`src/rtl/cdm16_mon_pkg.sv`:
```
// Shared constants, window FSM state type and the saturating accumulator helper
// for the CDM16 error monitor.
package cdm16_mon_pkg;

  localparam int OP_W   = 16;
  localparam int PROD_W = 32;
  localparam int SAT_W  = 64;

  typedef enum logic [1:0] {
    RUN   = 2'd0,
    DRAIN = 2'd1,
    HOLD  = 2'd2
  } mon_state_e;

  // One extra bit of headroom so the compare against lim can never be fooled by a wrap.
  function automatic logic [SAT_W-1:0] sat_add(input logic [SAT_W-1:0]  sum,
                                               input logic [PROD_W-1:0] ed,
                                               input logic [SAT_W-1:0]  lim);
    logic [SAT_W:0] t;
    t = {1'b0, sum} + {{(SAT_W - PROD_W + 1){1'b0}}, ed};
    return (t > {1'b0, lim}) ? lim : t[SAT_W-1:0];
  endfunction

endpackage

```
`src/rtl/cdm16_ed_stage.sv`:
```
// Two-stage error-distance pipe: stage 1 registers the triple and the exact
// product, stage 2 presents |exact - R| combinationally from those registers.
module cdm16_ed_stage
  import cdm16_mon_pkg::*;
(
  input  logic              clk,
  input  logic              rst,
  input  logic              flush,
  input  logic              in_valid,
  input  logic [OP_W-1:0]   in_a,
  input  logic [OP_W-1:0]   in_b,
  input  logic [PROD_W-1:0] in_r,
  output logic              ed_valid,
  output logic [PROD_W-1:0] ed,
  output logic [OP_W-1:0]   op_a,
  output logic [OP_W-1:0]   op_b
);

  logic              v1;
  logic [PROD_W-1:0] r1;
  logic [PROD_W-1:0] exact1;

  always_ff @(posedge clk) begin
    if (rst) v1 <= 1'b0;
    else     v1 <= in_valid & ~flush;
  end

  // Data registers need no reset: they are only observed while v1 is set.
  always_ff @(posedge clk) begin
    if (in_valid) begin
      op_a   <= in_a;
      op_b   <= in_b;
      r1     <= in_r;
      exact1 <= PROD_W'(in_a) * PROD_W'(in_b);
    end
  end

  assign ed_valid = v1;
  assign ed       = (exact1 >= r1) ? (exact1 - r1) : (r1 - exact1);

endmodule

```
`src/rtl/cdm16_err_monitor.sv`:
```
// Error-statistics monitor for the 16x16 carry-disregard multiplier.
// Optional max-ED tracker enabled by defining CDM16_MAXED_EN.
//
// state | meaning
// RUN   | accepting triples until WINDOW_N have been taken
// DRAIN | window full, waiting for the last in-flight sample to update stats
// HOLD  | stats frozen, done high; only clear or rst leaves
module cdm16_err_monitor
  import cdm16_mon_pkg::*;
#(
  parameter int WINDOW_N = 1000000,
  parameter int CNT_W    = 24,
  parameter int SUM_W    = 56
) (
  input  logic              clk,
  input  logic              rst,
  input  logic              clear,
  input  logic              in_valid,
  output logic              in_ready,
  input  logic [OP_W-1:0]   in_a,
  input  logic [OP_W-1:0]   in_b,
  input  logic [PROD_W-1:0] in_r,
  output logic [CNT_W-1:0]  stat_samples,
  output logic [CNT_W-1:0]  stat_errs,
  output logic [SUM_W-1:0]  stat_sum_ed,
  output logic [PROD_W-1:0] stat_max_ed,
  output logic [OP_W-1:0]   stat_max_a,
  output logic [OP_W-1:0]   stat_max_b,
  output logic              done
);

  localparam logic [CNT_W-1:0] WIN_M1  = CNT_W'(WINDOW_N - 1);
  localparam logic [SAT_W-1:0] SUM_MAX = SAT_W'((65'd1 << SUM_W) - 65'd1);

  mon_state_e        state, state_nxt;
  logic [CNT_W-1:0]  acc_cnt;
  logic              accept;
  logic              ed_valid;
  logic [PROD_W-1:0] ed;
  logic [OP_W-1:0]   op_a, op_b;

  assign accept = in_valid & in_ready;

  cdm16_ed_stage u_ed_stage (
    .clk      (clk),
    .rst      (rst),
    .flush    (clear),
    .in_valid (accept),
    .in_a     (in_a),
    .in_b     (in_b),
    .in_r     (in_r),
    .ed_valid (ed_valid),
    .ed       (ed),
    .op_a     (op_a),
    .op_b     (op_b)
  );

  always_ff @(posedge clk) begin
    if (rst) state <= RUN;
    else     state <= state_nxt;
  end

  always_comb begin
    state_nxt = state;
    if (clear) begin
      state_nxt = RUN;
    end else begin
      case (state)
        RUN:     if (accept && acc_cnt == WIN_M1)        state_nxt = DRAIN;
        DRAIN:   if (ed_valid && stat_samples == WIN_M1) state_nxt = HOLD;
        HOLD:    state_nxt = HOLD;
        default: state_nxt = RUN;
      endcase
    end
  end

  always_comb begin
    in_ready = (state == RUN) & ~clear;
    done     = (state == HOLD);
  end

  // Updates from a sample in flight during clear are dropped: clear wins.
  always_ff @(posedge clk) begin
    if (rst || clear) begin
      acc_cnt      <= '0;
      stat_samples <= '0;
      stat_errs    <= '0;
      stat_sum_ed  <= '0;
    end else begin
      if (accept) acc_cnt <= acc_cnt + CNT_W'(1);
      if (ed_valid) begin
        stat_samples <= stat_samples + CNT_W'(1);
        stat_errs    <= stat_errs + CNT_W'(ed != '0);
        stat_sum_ed  <= SUM_W'(sat_add(SAT_W'(stat_sum_ed), ed, SUM_MAX));
      end
    end
  end

`ifdef CDM16_MAXED_EN
  // Strict compare keeps the first sample that reached the maximum.
  always_ff @(posedge clk) begin
    if (rst || clear) begin
      stat_max_ed <= '0;
      stat_max_a  <= '0;
      stat_max_b  <= '0;
    end else if (ed_valid && ed > stat_max_ed) begin
      stat_max_ed <= ed;
      stat_max_a  <= op_a;
      stat_max_b  <= op_b;
    end
  end
`else
  assign stat_max_ed = '0;
  assign stat_max_a  = '0;
  assign stat_max_b  = '0;

  logic unused_max;
  assign unused_max = ^{op_a, op_b};
`endif

endmodule

```
`config.mk`:
```
export PLATFORM = sky130hd
export DESIGN_NAME = cdm16_err_monitor
export DESIGN_NICKNAME = d
export VERILOG_FILES = /design/src/rtl/cdm16_mon_pkg.sv /design/src/rtl/cdm16_ed_stage.sv /design/src/rtl/cdm16_err_monitor.sv
export SDC_FILE = /design/constraint.sdc
export NUM_CORES = 1
export LEC_CHECK = 0
export ABC_AREA = 1
export ABC_CLOCK_PERIOD_IN_PS = 10500
export CAP_MARGIN = 5
export CORE_AREA = 4 4 201 203
export DETAILED_ROUTE_END_ITERATION = 12
export DIE_AREA = 0 0 205 207
export GPL_TIMING_DRIVEN = 0
export PLACE_DENSITY = 0.88
export REMOVE_ABC_BUFFERS = 1
export SLEW_MARGIN = 20
export SYNTH_ARGS = -nofsm -noshare
export SYNTH_HDL_FRONTEND = slang
export SYNTH_SLANG_ARGS = --single-unit
```
`constraint.sdc`:
```
create_clock -name clk -period 10.5 [get_ports clk]
set_input_delay 2.1 -clock clk [delete_from_list [all_inputs] [get_ports clk]]
set_output_delay 2.1 -clock clk [all_outputs]
set_load 0.05 [all_outputs]
```
==> summary.txt, run 1 <==
Place
  • Placer Congestion: 1.02
  • Hpwl dp: 53600 um
  • I/O Buffers: 173

Yosys
  • Synthesized cell area: 24900 um2
  • Yosys reg bits: 195
  • Avg Cell Area, Syn: 6.76 um2
  • Top cells by area, synth: fa_1 16%, nand2_1 16%, inv_1 12%, dfxtp_1 11%, ha_1 11%
  • Netlist cell types: 55
  • Share of the synthesized area in the top cell type: 15.9%
  • Synth area leader: fa_1
  • Post-synthesis sequential area ratio: 18.3%
  • Instance count of the mapped netlist: 3677
  • Synth warn: 0

Pwr
  • Static Leak: 14.1 nW
  • Pwr/cell area: 276 nW/um2
  • Combinational power share: 76.9%
  • P_sw: 4.12 mW
  • Clock network power share: 8.7%
  • Pint: 3.40 mW
  • Peak VDD IR: 269 uV
  • Switching Fraction: 54.8%
  • Sequential Power Share: 14.4%

Clock tree
  • Cts hold-fix bufs: 0
  • Clk buf depth: 2
  • Worst skew pair latency: 0.47 ns
  • PostCTS Resize Cnt: 0
  • Num CTS Buffers: 17
  • Setup Buffers After CTS: 0
  • Clock tree root buffer cell: clkbuf_16
  • H-tree depth: 4
  • CTS tree: built
  • Clock sink count: 195
  • Clock transition at path regs: 0.08 ns

Worst setup path
  • CP endpoint kind: flip-flop
  • Kind of critical path: in2reg
  • Crit path max-delay cell type: clkdlybuf4s50_1
  • Worst setup SP type: input pin
  • CP Max Fanout: 16
  • Worst EP required: 10.70 ns
  • Critical path cell sequence: clkdlybuf4s50_1 -> nand2_1 -> fa_1 -> inv_1 -> fa_1 -> inv_1 -> fa_1 -> inv_1 -> fa_1 -> inv_1 -> fa_1 -> inv_1 -> fa_1 -> ha_1 -> nand2_1 -> inv_1 -> nand3_1 -> o21ai_0 -> nand2_1 -> nand3_1 -> a21o_1 -> a31oi_1 -> xnor2_1
  • CP max stage delay: 1.02 ns
  • Delay-heaviest family, CP: adder cells
  • Crit path buffers/inverters: 7
  • Crit path DAT: 8.33 ns

GRT
  • Vias in the first global route: 22593
  • GR Util All Layers: 31.2%
  • Initial antenna violation count: 4
  • First-pass GRT wire length: 110000 um
  • Grt ovf: 0
  • Largest net degree at the start of global routing: 65

Detailed routing
  • Pre-Repair DR Iteration Count: 6
  • Residual DRC: 0
  • Vias/cell: 5.40
  • WL/cell: 15.4 um
  • Routed WL: 66300 um
  • Vias: 23218
  • Initial DRC Count: 1762
  • Antenna viol nets, final: 0

Hold path
  • Hold crit path type: reg2reg

Floorplanning
  • Die X: 205 um
  • Row count: 72
  • I/O pin total: 238
  • Core ar.: 38500 um2
  • Vert. Die Dim: 207 um
  • Die area: 42400 um2
  • Starting Density: 64.6%

Final layout
  • P&R area growth vs syn: 9.55%
  • Fillcell total: 3207
  • Area of the multi-input gates: 16700 um2
  • Share of cells above drive strength 1: 2.43%
  • Reg area: 4550 um2
  • Final layout net count: 4241
  • Fin util: 70.8%

STA
  • Relative slew slack: 32.4%
  • Fin. Hold Viols: 0
  • Post-layout min period: 8.14 ns
  • Final worst clock skew: 0.0204 ns
  • Worst-Margin Slew: 1.01 ns
  • Slew Limit Fails: 0
  • Fmax achieved: 123 MHz
  • Period utilization: 77.5%
  • Fin Setup TNS: 0 ns
  • Setup Viol. Count Final: 0
  • RSZ-0062 raised after global routing: no

Run
  • Max_cap viols: 0

Run status
  • Status: complete, no violations
==> power by group through the flow <==
| stage | Combinational (mW) | Clock (mW) | Sequential, mW |
|---|---|---|---|
| after detailed placement | 5.67 | 0 | 1.10 |
| after floorplan | 4.25 | 0 | 1.10 |
| after global placement | 5.61 | 0 | 1.10 |
| final | 5.78 | 0.656 | 1.08 |
| after CTS | 5.71 | 0.660 | 1.08 |
| after global routing | 6.53 | 0.687 | 1.09 |
==> cells by family after synthesis <==
logic type | Yosys count | share of synthesized area, %
AO/OA/AOI/OAI | 403 | 9.06
XOR/XNOR | 116 | 4.09
adder cells (fa/ha/maj) | 406 | 26.4
buffers and inverters | 953 | 15.6
flip-flops | 195 | 18.3
other | 1 | 0.0151
AND/OR/NAND/NOR | 1603 | 26.6
==> registers in the layout, summed over array words and instances, names as in the netlist <==
register and count:
acc_cnt 24, stat_errs 24, stat_samples 24, stat_sum_ed 56, state 2, u_ed_stage.ed_valid 1
u_ed_stage.exact1 32, u_ed_stage.r1 32
==> worst register-to-register path: cells and delay by family, from the launching register on <==
| family | cells | cell delay, ns |
|---|---|---|
| AOI/OAI and AO/OA | 2 | 0.67 |
| adders and majority gates | 3 | 0.92 |
| buffers and inverters | 4 | 0.77 |
| DFF | 1 | 0.39 |
| and+or+nand+nor | 20 | 2.96 |
==> layout make-up <==
type                    instances  area share, %
clock buffers                  21           1.73
clock inverters                10          0.335
well taps                     518           2.38
flip-flops and latches        195           16.7
inverters                     784           10.8
repair buffers                177           6.74
diodes                          4         0.0368
multi-input cells            2592           61.3
==> synth_stat cells (all sizes together) <==
| master | n |
|---|---|
| and3 | 2 |
| nand3b | 5 |
| xnor2 | 48 |
| a22oi | 2 |
| nor3b | 4 |
| nor4 | 14 |
| buf | 80 |
| a41oi | 7 |
| o21ai | 127 |
| o21bai | 10 |
| xor2 | 68 |
| o22ai | 1 |
| inv | 780 |
| a21boi | 2 |
| o2111ai | 2 |
| or2 | 4 |
| o211ai | 1 |
| ha | 209 |
| a31oi | 30 |
| nand3 | 133 |
| a21o | 11 |
| edfxtp | 64 |
| nor3 | 58 |
| nand4 | 32 |
| clkbuf | 89 |
| o21a | 17 |
| nor2 | 298 |
| nand2 | 1050 |
| dfxtp | 131 |
| a31o | 1 |
| conb | 1 |
| a211oi | 7 |
| a21oi | 185 |
| clkinv | 4 |
| fa | 197 |
| and2 | 3 |
==> final timing paths <==
check	start	to	slack [ns]	cells past startpoint
max	in_a[7]	u_ed_stage.exact1[28]	2.36	23
min reg2reg	acc_cnt[23]	acc_cnt[23]	0.46	1
max reg2reg	u_ed_stage.exact1[0]	stat_sum_ed[29]	4.73	29
min	acc_cnt[23]	acc_cnt[23]	0.46	1
==> routing by layer <==
metal / track usage [%] / wire length (um) / up-vias / share of wire, %
met5: 0 / 0 / - / 0
met4: 12.1 / 2740 / 0 / 4.1
met3: 4.47 / 5620 / 191 / 8.5
met2: 53.6 / 32100 / 1026 / 48
met1: 39.8 / 25900 / 10717 / 39
li1: - / - / 11284 / -
==> cell usage in the layout (no fill, tap or decap), types with 11 or more instances in the layout <==
cell / count
fa_1: 197
inv_2: 16
nor2_1: 288
edfxtp_1: 64
a31oi_1: 30
conb_1: 64
xnor2_1: 48
o21ai_0: 123
a21o_1: 11
o21a_1: 17
nor4_1: 13
a21oi_1: 181
clkbuf_16: 18
nand4_1: 31
nor3_1: 57
nand2_2: 13
nand2_1: 1033
inv_1: 763
dfxtp_1: 130
nand3_1: 130
ha_1: 209
xor2_1: 68
clkdlybuf4s50_1: 173
==> metrics by stage <==
| step | area [um2] | hold slack [ns] | power [mW] | std cells | worst slack, ns |
|---|---|---|---|---|---|
| floorplan | 24200 | 0.425 | 5.35 | 3571 | 3.56 |
| global placement | 26500 | 0.447 | 6.70 | 4262 | 2.01 |
| detailed placement | 26700 | 0.450 | 6.77 | 4266 | 1.94 |
| CTS | 27200 | 0.460 | 7.45 | 4297 | 2.42 |
| global route | 27200 | 0.511 | 8.30 | 4301 | 2.04 |
| finish | 27200 | 0.457 | 7.52 | 4301 | 2.36 |
No activity file was read; power rests on OpenSTA's default activity.
==> inputs of run 2 (changes only) <==
Settings changed: ABC_CLOCK_PERIOD_IN_PS 10500 to 6830, CORE_AREA 4 4 201 203 to 4 4 220 222, DIE_AREA 0 0 205 207 to 0 0 224 226, PLACE_DENSITY 0.88 to 0.78.
Clock period 10.5 ns to 6.83 ns, I/O delays scaled along.
==> summary.txt, run 2 (synthesized netlist as in run 1, its figures left out) <==
Run status
  • Status: complete, no violations

Hold path
  • Hold Crit Start: acc_cnt[23]
  • Hold depth: 1 (unchanged)
  • Hold Path End: acc_cnt[23]
  • Hold crit path type: reg2reg

Clock tree
  • Clock transition at path regs: 0.08 ns (about the same)
  • Clock tree root buffer cell: clkbuf_16
  • Clk buf depth: 2 (unchanged)
  • Cts hold-fix bufs: 0 (unchanged)
  • Clock sink count: 195 (unchanged)
  • Worst skew pair latency: 0.48 ns (about the same)
  • CTS tree: built
  • Num CTS Buffers: 17 (unchanged)
  • H-tree depth: 4 (unchanged)
  • Setup Buffers After CTS: 0 (unchanged)

Final layout
  • Most frequent cells in the layout: 1033 x nand2_1, 763 x inv_1, 288 x nor2_1
  • Most common cell after layout, fill and taps aside: nand2_1
  • Biggest register: stat_sum_ed
  • P&R area growth vs syn: 9.60% (about the same)
  • Share of cells above drive strength 1: 3.31% (+0.87 points)
  • Largest register FFs: 56 (unchanged)
  • Leading registers by flop count: stat_sum_ed (56), u_ed_stage.exact1 (32), u_ed_stage.r1 (32)
  • Final layout net count: 4241 (unchanged)
  • Fin util: 58.8% (-12 points)

Worst setup path
  • Crit path buffers/inverters: 7 (unchanged)
  • Reg-to-reg endpoint: stat_sum_ed[52]
  • Critical path cell sequence: clkdlybuf4s18_2 -> nand2_1 -> fa_1 -> inv_1 -> fa_1 -> inv_1 -> fa_1 -> inv_1 -> fa_1 -> inv_1 -> fa_1 -> inv_1 -> fa_1 -> ha_1 -> nand2_1 -> inv_1 -> nand3_1 -> nor3_1 -> nand3_1 -> nand3_1 -> a21o_1 -> a31oi_1 -> xnor2_1
  • Worst EP required: 7.04 ns (-3.66 ns)
  • CP max stage delay: 0.53 ns (-0.49 ns)
  • CP endpoint kind: flip-flop
  • Worst setup SP type: input pin
  • Reg-to-reg startpoint: u_ed_stage.exact1[0]
  • Crit path depth: 23 (unchanged)
  • Delay-heaviest family, CP: adder cells
  • Reg2reg setup slack: 0.94 ns (-3.79 ns)
  • Kind of critical path: in2reg
  • Crit path max-delay cell type: fa_1
  • CP Max Fanout: 16 (unchanged)
  • Path depth of the worst reg2reg path: 29 (unchanged)
  • Crit path DAT: 6.89 ns (-1.44 ns)

GRT
  • Largest net degree at the start of global routing: 67 (+3.1%)
  • Vias in the first global route: 21538 (-4.7%)
  • Grt ovf: 0 (unchanged)
  • First-pass GRT wire length: 106000 um (-3.4%)
  • Initial antenna violation count: 1 (-3)
  • GR Util All Layers: 25.6% (-5.7 points)

Detailed routing
  • Vias: 22567 (-2.8%)
  • Vias/cell: 5.14 (-4.7%)
  • WL/cell: 14.9 um (-3.3%)
  • Routed WL: 65400 um (-1.4%)
  • Antenna viol nets, final: 0 (unchanged)
  • Pre-Repair DR Iteration Count: 5 (-1)
  • Initial DRC Count: 1613 (-8.5%)
  • Residual DRC: 0 (unchanged)

STA
  • Setup Viol. Count Final: 0 (unchanged)
  • Final worst clock skew: 0.0194 ns (-0.000988 ns)
  • Fmax achieved: 150 MHz
  • Relative slew slack: 31.1% (-1.3 points)
  • Fin. Hold Viols: 0 (unchanged)
  • Worst-Margin Slew: 1.03 ns (+0.0209 ns)
  • Period utilization: 97.8%
  • RSZ-0062 raised after global routing: no
  • Post-layout min period: 6.68 ns
  • Slew Limit Fails: 0 (unchanged)
  • Hold_ws: 0.466 ns (+0.00986 ns)

Floorplanning
  • Die X: 224 um (+9.3%)
  • Core ar.: 46400 um2 (+21%)
  • I/O pin total: 238 (unchanged)
  • Die area: 50600 um2 (+19%)
  • Row count: 79 (+9.7%)
  • Vert. Die Dim: 226 um (+9.2%)
  • Starting Density: 53.6% (-11 points)

Pwr
  • Static Leak: 14.1 nW (+0.19%)
  • Peak VDD IR: 499 uV (+85%)
  • Pwr/cell area: 421 nW/um2 (+52%)

Run
  • Max_cap viols: 0 (unchanged)

Place
  • Placer Congestion: 0.998 (-1.8%)
  • Hpwl dp: 53400 um (-0.42%)
  • I/O Buffers: 173 (unchanged)
-- run 2: power breakdown --
group          switching [mW]  internal, mW  leakage (nW)
registers              0.0815          1.58          1.66
clock network           0.537         0.533         0.296
logic                    5.62          3.11          12.2
-- run 2: how the worst max path moves through the flow --
stage / to / startpoint / slack [ns]
5_1_grt: u_ed_stage.exact1[28] / in_a[9] / 0.001
6_report: u_ed_stage.exact1[28] / in_b[1] / 0.15
3_3_place_gp: stat_samples[22] / clear / -0.92
2_1_floorplan: u_ed_stage.exact1[28] / in_a[7] / 0.62
4_1_cts: u_ed_stage.exact1[28] / in_a[13] / 0.005
3_5_place_dp: u_ed_stage.exact1[28] / in_a[7] / -1.00
-- run 2: metal layers --
layer | share of wire [%] | GRT usage [%]
met1 | 43 | 32.7
met2 | 48 | 44.2
met3 | 5.8 | 3.51
met4 | 3.3 | 9.62
met5 | 0 | 0
-- run 2: worst reg2reg max path, delay by kind of cell (launching register included) --
| kind | cells | cell delay [ns] |
|---|---|---|
| AND/OR/NAND/NOR | 18 | 2.87 |
| adder cells (fa/ha/maj) | 3 | 0.93 |
| flip-flops | 1 | 0.40 |
| buffers and inverters | 5 | 0.84 |
| AO/OA/AOI/OAI | 3 | 0.78 |
-- run 2: final cells by class --
cell class	instances	area (um2)
Clock inverter	14	183
Antenna cell	1	2.50
Fill cell	4285	19100
Tap cell	607	759
Timing Repair Buffer	177	1690
Inverter	784	2950
Sequential cell	195	4550
Clock buffer	18	429
Multi-Input combinational cell	2592	16700
-- run 2: through the flow --
stage | total power [mW] | setup TNS [ns] | setup WS [ns] | cell area (um2) | std cells
final | 11.5 | 0 | 0.151 | 27200 | 4388
after global routing | 12.7 | 0 | 0.00129 | 27200 | 4388
after CTS | 11.4 | 0 | 0.00477 | 27400 | 4387
after detailed placement | 10.3 | -13.24 | -1.00 | 26800 | 4355
after global placement | 10.1 | -53.85 | -0.919 | 26600 | 4351
after floorplan | 8.23 | 0 | 0.623 | 24200 | 3571
-- run 2: what timing repair did --
item                       4_1_cts  5_1_grt
pin swaps                        0        1
setup endpoints to repair       17       14
resized for setup               69       63
